`src/rtl/cntr_rr_sched.sv`:
```
// Round-robin scheduler sharing one loadable up-counter among NREQ requesters.
// Each grant loads ~len into the counter and ends when the counter reaches all-ones or the owner drops its request.
module cntr_rr_sched #(
    parameter int NREQ = 4,
    parameter int W    = 4
) (
    input  logic              clk,
    input  logic              rst,
    input  logic [NREQ-1:0]   req,
    input  logic [NREQ*W-1:0] len,
    output logic [NREQ-1:0]   gnt,
    output logic [NREQ-1:0]   done,
    output logic              busy,
    output logic              cntr_ld,
    output logic [W-1:0]      cntr_d,
    input  logic [W-1:0]      cntr_q
);

    localparam int PW = $clog2(NREQ);

    typedef enum logic [1:0] {IDLE, LOAD, RUN, FIN} state_t;

    state_t            state_q, state_d;
    logic [NREQ-1:0]   gnt_q, gnt_d;
    logic [NREQ-1:0]   done_q, done_d;
    logic              busy_q, busy_d;
    logic              cntr_ld_q, cntr_ld_d;
    logic [W-1:0]      cntr_d_q, cntr_d_d;
    logic [PW-1:0]     ptr_q, ptr_d;
    logic [PW-1:0]     owner_q, owner_d;

    logic [PW-1:0]     cand [NREQ];
    logic [NREQ-1:0]   cand_req;
    logic [PW-1:0]     win_idx;
    logic [PW-1:0]     owner_next;

    // Candidate k is requester (ptr + k) mod NREQ, so position 0 has the highest priority.
    genvar gi;
    generate
        for (gi = 0; gi < NREQ; gi++) begin : g_cand
            logic [PW:0] sum_w;
            assign sum_w        = {1'b0, ptr_q} + (PW+1)'(gi);
            assign cand[gi]     = (sum_w >= (PW+1)'(NREQ)) ? PW'(sum_w - (PW+1)'(NREQ))
                                                          : sum_w[PW-1:0];
            assign cand_req[gi] = req[cand[gi]];
        end
    endgenerate

    always_comb begin
        win_idx = ptr_q;
        for (int k = NREQ - 1; k >= 0; k--) begin
            if (cand_req[k]) begin
                win_idx = cand[k];
            end
        end
    end

    assign owner_next = (owner_q == PW'(NREQ - 1)) ? '0 : owner_q + 1'b1;

    always_comb begin
        state_d   = state_q;
        gnt_d     = gnt_q;
        done_d    = '0;
        cntr_ld_d = 1'b0;
        cntr_d_d  = cntr_d_q;
        ptr_d     = ptr_q;
        owner_d   = owner_q;
        case (state_q)
            IDLE: begin
                if (|req) begin
                    owner_d   = win_idx;
                    cntr_d_d  = ~len[win_idx*W +: W];
                    gnt_d     = NREQ'(1) << win_idx;
                    cntr_ld_d = 1'b1;
                    state_d   = LOAD;
                end
            end
            LOAD: begin
                state_d = RUN;
            end
            RUN: begin
                // Terminal count is checked first so it wins over a same-cycle request drop.
                if (cntr_q == {W{1'b1}}) begin
                    gnt_d   = '0;
                    done_d  = NREQ'(1) << owner_q;
                    state_d = FIN;
                end else if (!req[owner_q]) begin
                    gnt_d   = '0;
                    state_d = FIN;
                end
            end
            FIN: begin
                gnt_d   = '0;
                ptr_d   = owner_next;
                state_d = IDLE;
            end
            default: begin
                gnt_d   = '0;
                state_d = IDLE;
            end
        endcase
        busy_d = (state_d != IDLE);
    end

    always_ff @(posedge clk or negedge rst) begin
        if (!rst) begin
            state_q   <= IDLE;
            gnt_q     <= '0;
            done_q    <= '0;
            busy_q    <= 1'b0;
            cntr_ld_q <= 1'b0;
            cntr_d_q  <= '0;
            ptr_q     <= '0;
            owner_q   <= '0;
        end else begin
            state_q   <= state_d;
            gnt_q     <= gnt_d;
            done_q    <= done_d;
            busy_q    <= busy_d;
            cntr_ld_q <= cntr_ld_d;
            cntr_d_q  <= cntr_d_d;
            ptr_q     <= ptr_d;
            owner_q   <= owner_d;
        end
    end

    assign gnt     = gnt_q;
    assign done    = done_q;
    assign busy    = busy_q;
    assign cntr_ld = cntr_ld_q;
    assign cntr_d  = cntr_d_q;

endmodule
```
`config.mk`:
```
export PLATFORM = sky130hd
export DESIGN_NAME = cntr_rr_sched
export DESIGN_NICKNAME = d
export VERILOG_FILES = /design/src/rtl/cntr_rr_sched.sv
export SDC_FILE = /design/constraint.sdc
export NUM_CORES = 1
export LEC_CHECK = 0
export BUFFER_PORTS_ARGS = -buffer_cell sky130_fd_sc_hd__clkbuf_2
export CAP_MARGIN = 0
export CORE_ASPECT_RATIO = 1.25
export CORE_MARGIN = 2
export CORE_UTILIZATION = 49
export CTS_CLUSTER_DIAMETER = 120
export DETAILED_ROUTE_END_ITERATION = 10
export GPL_ROUTABILITY_DRIVEN = 1
export PLACE_DENSITY = 0.78
export SYNTH_ARGS = -nofsm -noshare
export SYNTH_HDL_FRONTEND = slang
export SYNTH_SLANG_ARGS = --single-unit
```
`constraint.sdc`:
```
create_clock -name clk -period 2.3 [get_ports clk]
set_clock_uncertainty 0.15 [all_clocks]
set_input_delay 0.69 -clock clk [delete_from_list [all_inputs] [get_ports clk]]
set_output_delay 0.69 -clock clk [all_outputs]
set_load 0.005 [all_outputs]
```
==> Word-level counts from Yosys, hierarchy flattened <==
Cells that the tools add are included.
{ "totals": {"ff_bits": 20, "latch_bits": 0, "ram_bits": 0, "romBits": 0, "inputBits": 26, "out_inout_bits": 14, "elab_cells": 73, "n_memories": 0} }
{ "classes": {"add_sub_neg": 8, "multipliers": 0, "div": 0, "magnitude_cmp": 9, "eq_ne": 7, "shift": 3, "muxes": 31, "bitwise": 1, "n_reduce_logical": 6} }
{ "ops": {"columns": ["op", "count"], "rows": [
  ["2-bit two-way mux", 12],
  ["4-bit two-way mux", 5],
  ["16-bit by 5-bit indexed part select with 4-bit output", 1],
  ["2-bit by 3-bit less-than comparator with 1-bit output (second input constant)", 5],
  ["4-bit one-hot mux with 3 select lines", 1],
  ["1-bit binary-select mux with 2-bit select", 5],
  ["3-bit greater-or-equal comparator (second input constant)", 3],
  ["2-bit one-hot mux with 4 select lines", 1],
  ["1-bit by 2-bit << shifter with 4-bit output (first input constant)", 2],
  ["2-bit by 1-bit subtractor with 2-bit output (second input constant)", 4],
  ["1-bit two-way mux", 7],
  ["2-bit by 2-bit adder with 3-bit output (second input constant)", 2],
  ["2-bit equality test (second input constant)", 3],
  ["4-bit equality test (second input constant)", 1],
  ["4-bit NOT", 1],
  ["4-bit OR reduction", 1],
  ["2-bit by 1-bit adder with 3-bit output (second input constant)", 1],
  ["2-bit by 3-bit greater-or-equal comparator with 1-bit output (second input constant)", 1],
  ["3-bit != test (second input constant)", 1],
  ["3-bit AND reduction", 1],
  ["3-bit nonzero test", 1],
  ["2-bit by 1-bit adder with 2-bit output (second input constant)", 1],
  ["2-bit by 1-bit equality test with 1-bit output (second input constant)", 1],
  ["2-bit zero test", 1],
  ["other kinds (3)", 3]
]} }

==> Logic depth before layout (Yosys ltp) <==
Gate-level depths: netlist (run 1).
{ "depth": {"ltp_word": 12, "depth_mapped": 7, "mapped_depth_nobuf": 7} }

==> Least setup slack after synthesis (run 1) <==
Ideal clock, no wire load.
{ "synth_path": {"path_kind": "input -> register", "start": "input req[2]", "end": "register cntr_d_q[2], in the netlist cntr_d[2]", "setup_time_ps": 80, "arrival_time_ps": 2010, "t_required_ps": 2070, "path_slack_ps": 60, "path_stages": 7, "cell_sequence": "and2b_2 > a2111oi_4 > or2_1 > buf_6 > buf_12 > mux2_4 > o211ai_2"} }
{ "synth_via": {"elab_chain_cells": 8} }
{ "synth_lines": {"columns": ["item", "line_no", "source"], "rows": [
  ["start, declared", "9", "input logic [NREQ-1:0] req,"],
  ["1-bit binary-select mux with 2-bit select", "45", "assign cand_req[gi] = req[cand[gi]];"],
  ["1-bit two-way mux (implied by the code)", "45", null],
  ["2-bit two-way mux (4 in series)", "52", "if (cand_req[k]) begin"],
  ["16-bit by 5-bit indexed part select with 4-bit output", "72", "cntr_d_d = ~len[win_idx*W +: W];"],
  ["4-bit NOT", "72", null],
  ["end signal, assigned", "121", "cntr_d_q <= cntr_d_d;"],
  ["end, declared", "28", "logic [W-1:0] cntr_d_q, cntr_d_d;"]
]} }
Several ways; a longest one is shown, not always the timed one. The select of a mux whose other input is x is not followed.
A chain may end at the register's enable or synchronous reset.

==> Worst setup path in the final report (run 1) <==
{ "layout_path": {"start": "input req[1]", "end": "register cntr_d_q[3], in the netlist cntr_d[3]"} }
The elaborated chain is that of the path after synthesis.

==> impl_metrics.json, run 1 <==
{
  "outcome": "completed",
  "die_h_um": 58.75,
  "fin_crit_sh_pct": 92.09,
  "antenna_found_initial": 0,
  "muxShareOfSynthArea_pct": 8.307,
  "syn-num-nets": 143,
  "cts-resized-gates": 0,
  "root_buffer": "clkbuf_4",
  "synth_edf_count": 0,
  "routed_wirelength_um": 2600,
  "synth_top_area_cell": "dfrtp_1",
  "antenna_left": 0,
  "relSlewSlack_pct": 67.96,
  "pwr_density_cell_nw_per_um2": 1137,
  "power_leakage_nw": 0.7693,
  "clock.fmax_mhz": 472.1,
  "place_hpwl_um": 2163,
  "wl_per_cell_um": 13.68,
  "syn_inst": 108,
  "grt_max_degree": 21,
  "cts_num_sinks": 20,
  "synth_seq_area_share_pct": 42.60,
  "grt_first_pass_wirelength_um": 4333,
  "cp_max_fo": 7,
  "yosys.cell_count.top_type": "dfrtp_1",
  "total_power_mw": 1.711,
  "synthAdderAreaFrac_pct": 9.585,
  "grt_pass1_vias": 1027,
  "antenna_cells": 0,
  "synthSimpleGateAreaFrac_pct": 19.06,
  "core-area_um2": 2235,
  "worstPathRequired_ns": 2.38,
  "maxSlewViolCount": 0,
  "place.gp.congestion": 0.8350,
  "drc": 0,
  "num-nets-final": 195,
  "row_count": 19,
  "firstDrtPassIters": 4,
  "setup_viol": 0,
  "ys_ff_latch": 20,
  "drive_gt1_share_pct": 41.51,
  "drtIter0Drc": 12,
  "cp_slowest_stage_delay_ns": 0.38,
  "synth_top_family_by_area": "simple AND/OR/NAND/NOR gates",
  "viasPerCell": 5.363,
  "clk_pin_slew_ns": 0.12,
  "r2r_cells": 5,
  "hold_class": "primary input to asynchronous set/reset pin",
  "critPathLaunchType": "primary input",
  "cp-end-kind": "register",
  "worstMarginPinSlew_ns": 0.4806,
  "fin_crit_ns": 2.118,
  "vias": 1019,
  "worstPathCellList": "clkbuf_2 -> nor2_1 -> a2111oi_4 -> or2_1 -> mux2_2 -> o211ai_1",
  "critical_path_arrival_ns": 2.19,
  "path_class": "primary input to register",
  "cap_violations": 0,
  "peakVddDrop_mv": 0.7343,
  "syn_to_final_growth_pct": 28.11,
  "die_w_um": 47.80,
  "synth_compound_area_share_pct": 15.55,
  "synthXorXnorAreaFrac_pct": 0,
  "slowest_stage": "mux2_2",
  "synth_top_area_share_pct": 42.60,
  "htreeDepth": 1,
  "clock_latency_ns": 0.31,
  "port_buffers": 39,
  "cts_tree": "done",
  "clock_path_buffers": 2,
  "tns_ns": 0,
  "post_cts_buffers": 0,
  "initial_core_util_pct": 52.58,
  "yosys_warnings": 0,
  "synthArstFlopShare_pct": 100.0,
  "synth_area_leaders": "dfrtp_1 (43%), ha_1 (9.6%), mux2_2 (4.8%)",
  "track_usage_pct": 22.00,
  "syn_area_um2": 1175,
  "synth_common_cells": "dfrtp_1 (20), nand2_1 (14), ha_1 (9), inv_1 (7), o21ai_0 (7)",
  "ioPinCount": 40,
  "dieArea_um2": 2808,
  "finalHoldViolations": 0,
  "grt-ovfl-total": 0,
  "synth_cell_types": 33,
  "synthFlopType": "dfrtp_1",
  "syn-mean-instance-area_um2": 10.88,
  "final_core_util_pct": 67.36,
  "hold_buffers": 0,
  "rsz0062_at_grt": "false",
  "cts_buffers": 3
}
through the flow:
stage | hold slack, ns | cell area (um2) | std cells | setup slack, ns
after floorplan | 0.2444 | 1175 | 108 | 0.05960
after global placement | 0.3174 | 1453 | 186 | -0.04914
after detailed placement | 0.3254 | 1453 | 186 | -0.1692
after CTS | 0.1791 | 1505 | 190 | 0.1711
after global routing | 0.1917 | 1505 | 190 | 0.04016
final | 0.1597 | 1505 | 190 | 0.1819
placed cells by master, fill, tap and decap left out, drive strengths merged, types with 2 or more instances in the layout:
master | netlist | routed
a211o | 4 | 4
a21oi | 3 | 3
a32o | 2 | 2
and2 | 4 | 4
buf | 2 | 10
clkbuf | 0 | 42
dfrtp | 20 | 20
ha | 9 | 9
inv | 7 | 7
mux2 | 6 | 6
nand2 | 14 | 14
nand2b | 2 | 2
nand4 | 2 | 2
nor2 | 4 | 4
nor3b | 6 | 6
o211ai | 4 | 4
o21ai | 7 | 7
or2 | 2 | 2
worst max-delay path, delay by kind of cell:
kind	cells	cell delay, ns
and+or+nand+nor	2	0.43
buffers and inverters	1	0.16
AOI/OAI and AO/OA	2	0.55
muxes	1	0.38
power breakdown:
group	leakage [nW]	switching, mW	internal (mW)
logic	0.488	0.426	0.409
clock network	0.0279	0.116	0.176
registers	0.253	0.104	0.481
total	0.769	0.645	1.07
area by class of cell:
cell class | count | area (um2)
Clock buffer | 3 | 22.52
Clock inverter | 1 | 30.03
Fill cell | 205 | 729.5
Inverter | 7 | 26.28
Multi-Input combinational cell | 79 | 616.8
Sequential cell | 20 | 500.5
Tap cell | 31 | 38.79
Timing Repair Buffer | 49 | 270.3
routing by layer:
metal / vias to the layer above / part of all wire [%] / GRT usage, %
met3: 5 / 5.0 / 4.601
met2: 39 / 56 / 40.76
met4: 0 / 1.3 / 7.336
met1: 488 / 37 / 23.18
met5: - / 0 / 0
li1: 487 / - / -
state kept, by name, summed over array words and instances, names as in the netlist:
signal   flops
busy         1
cntr_d       4
cntr_ld      1
done         4
gnt          4
owner_q      2
ptr_q        2
state_q      2
cell families (layout without fill, tap and decap cells):
logic type	count (synthesis)	after routing
AND/OR/NAND/NOR	40	40
multiplexers	7	7
buffers and inverters	9	60
flip-flops	20	20
AO/OA/AOI/OAI	23	23
adder cells (fa/ha/maj)	9	9
path summary, 6_finish.rpt:
kind | end | startpoint | slack, ns
min in group clk | gnt[3] | gnt[3] | 0.35
worst min register to register | gnt[3] | gnt[3] | 0.35
max in group asynchronous | cntr_d[3] | rst | 1.51
worst max-delay path | cntr_d[3] | req[1] | 0.18
worst max register to register | cntr_d[3] | ptr_q[1] | 0.20
worst min-delay path | done[2] | rst | 0.16
Power figures use the tool's default switching activity.
==> run 2: changes to the inputs <==
- clock period: 2.3 -> 2.1 ns (I/O delays scaled with it)
==> run 2 against run 1 <==
Against the previous run:
- total power increased by 9.2%
- clock power up 9.6%
- critical endpoint unchanged
- setup slack worse by 0.0073 ns
==> impl_metrics.json, run 2 (same netlist as run 1, synthesis figures left out) <==
{
  "num-nets-final": 196,
  "fin_crit_sh_pct": 91.69,
  "place.gp.congestion": 0.8014,
  "worstPathRequired_ns": 2.18,
  "track_usage_pct": 22.09,
  "clk_pin_slew_ns": 0.12,
  "dp_cells": 187,
  "fin_hold_ws_ns": 0.1159,
  "initial_core_util_pct": 52.58,
  "cts-resized-gates": 0,
  "clock.fmax_mhz": 519.4,
  "hold_buffers": 0,
  "finalHoldViolations": 0,
  "mostFrequentLayoutCell": "clkbuf_2",
  "vias": 991,
  "drive_gt1_share_pct": 42.50,
  "cap_violations": 0,
  "critical_path_arrival_ns": 2.01,
  "cp-end-kind": "register",
  "dieArea_um2": 2808,
  "cts_num_sinks": 20,
  "place_hpwl_um": 2067,
  "viasPerCell": 5.188,
  "drtIter0Drc": 15,
  "tns_ns": 0,
  "clock_path_buffers": 2,
  "ioPinCount": 40,
  "grt-ovfl-total": 0,
  "critPathLaunchType": "register",
  "firstDrtPassIters": 4,
  "placed_area_um2": 1460,
  "fin_cells": 191,
  "cts_buffers": 3,
  "peakVddDrop_mv": 0.8392,
  "grt_first_pass_wirelength_um": 4422,
  "rsz0062_at_grt": "false",
  "maxSlewViolCount": 0,
  "antenna_cells": 0,
  "antenna_left": 0,
  "pwr_density_cell_nw_per_um2": 1234,
  "syn_to_final_growth_pct": 28.97,
  "fin_crit_ns": 1.925,
  "row_count": 19,
  "power_frac_clock_pct": 17.1,
  "power_frac_comb_pct": 48.9,
  "die_h_um": 58.75,
  "netSwitchingFraction_pct": 37.31,
  "total_power_mw": 1.869,
  "cp_max_fo": 7,
  "path_class": "register to register",
  "clock_latency_ns": 0.30,
  "p_seq_share_pct": 34.0,
  "setup_viol": 0,
  "grt_max_degree": 21,
  "htreeDepth": 1,
  "cts_tree": "done",
  "setup_ws_ns": 0.1746,
  "root_buffer": "clkbuf_4",
  "routed_wirelength_um": 2524,
  "wl_per_cell_um": 13.21,
  "hold_class": "primary input to asynchronous set/reset pin",
  "drc": 0,
  "worstMarginPinSlew_ns": 0.5052,
  "fillers": 200,
  "relSlewSlack_pct": 66.32,
  "die_w_um": 47.80,
  "post_cts_buffers": 0,
  "port_buffers": 39,
  "grt_pass1_vias": 1037,
  "power_leakage_nw": 0.7754,
  "antenna_found_initial": 0,
  "dp_slack_ns": -0.2336,
  "core-area_um2": 2235,
  "switchingPower_mw": 0.6974,
  "p_int_mw": 1.172,
  "final_core_util_pct": 67.81,
  "outcome": "completed",
  "design_area_um2": 1515,
  "mostFrequentLayoutCells": "clkbuf_2 (39), dfrtp_1 (20), nand2_1 (14)"
}
==> run 2: worst max-delay path, cell delays in order, from the launching register on <==
cell and delay [ns]:
dfrtp_1 0.46, nor3b_4 0.19, a2111oi_4 0.33, or2_4 0.22, mux2_2 0.33, o211ai_1 0.17
==> run 2: final cells by class <==
class	instances	area (um2)	area share [%]
clock buffers	3	22.52	1.486
clock inverters	1	30.03	1.982
inverters	7	26.28	1.734
multi-input cells	79	619.3	40.88
flip-flops and latches	20	500.5	33.03
well taps	31	38.79	2.560
repair buffers	50	277.8	18.33
==> run 2: power by group through the flow <==
stage / registers [mW] / logic [mW] / clock network [mW]
6_report: 0.635 / 0.913 / 0.320
5_1_grt: 0.660 / 1.04 / 0.345
4_1_cts: 0.638 / 0.918 / 0.325
3_5_place_dp: 0.643 / 0.915 / 0
3_3_place_gp: 0.638 / 0.869 / 0
2_1_floorplan: 0.629 / 0.631 / 0
==> run 2: per-layer routing <==
layer	up-vias	global-route usage [%]	wire length, um
li1	489	-	-
met1	464	24.85	1021
met2	34	39.62	1340
met3	4	3.681	124
met4	0	8.108	37
met5	-	0	0
==> run 2: worst paths after layout <==
check	cells after the start	endpoint	startpoint	slack [ns]
max	5	cntr_d[3]	ptr_q[1]	0.17
min	1	done[1]	rst	0.12
max reg2reg	5	cntr_d[3]	ptr_q[1]	0.17
min reg2reg	2	gnt[3]	gnt[3]	0.35
max in group asynchronous	1	cntr_ld	rst	1.34
min in group clk	2	gnt[3]	gnt[3]	0.35
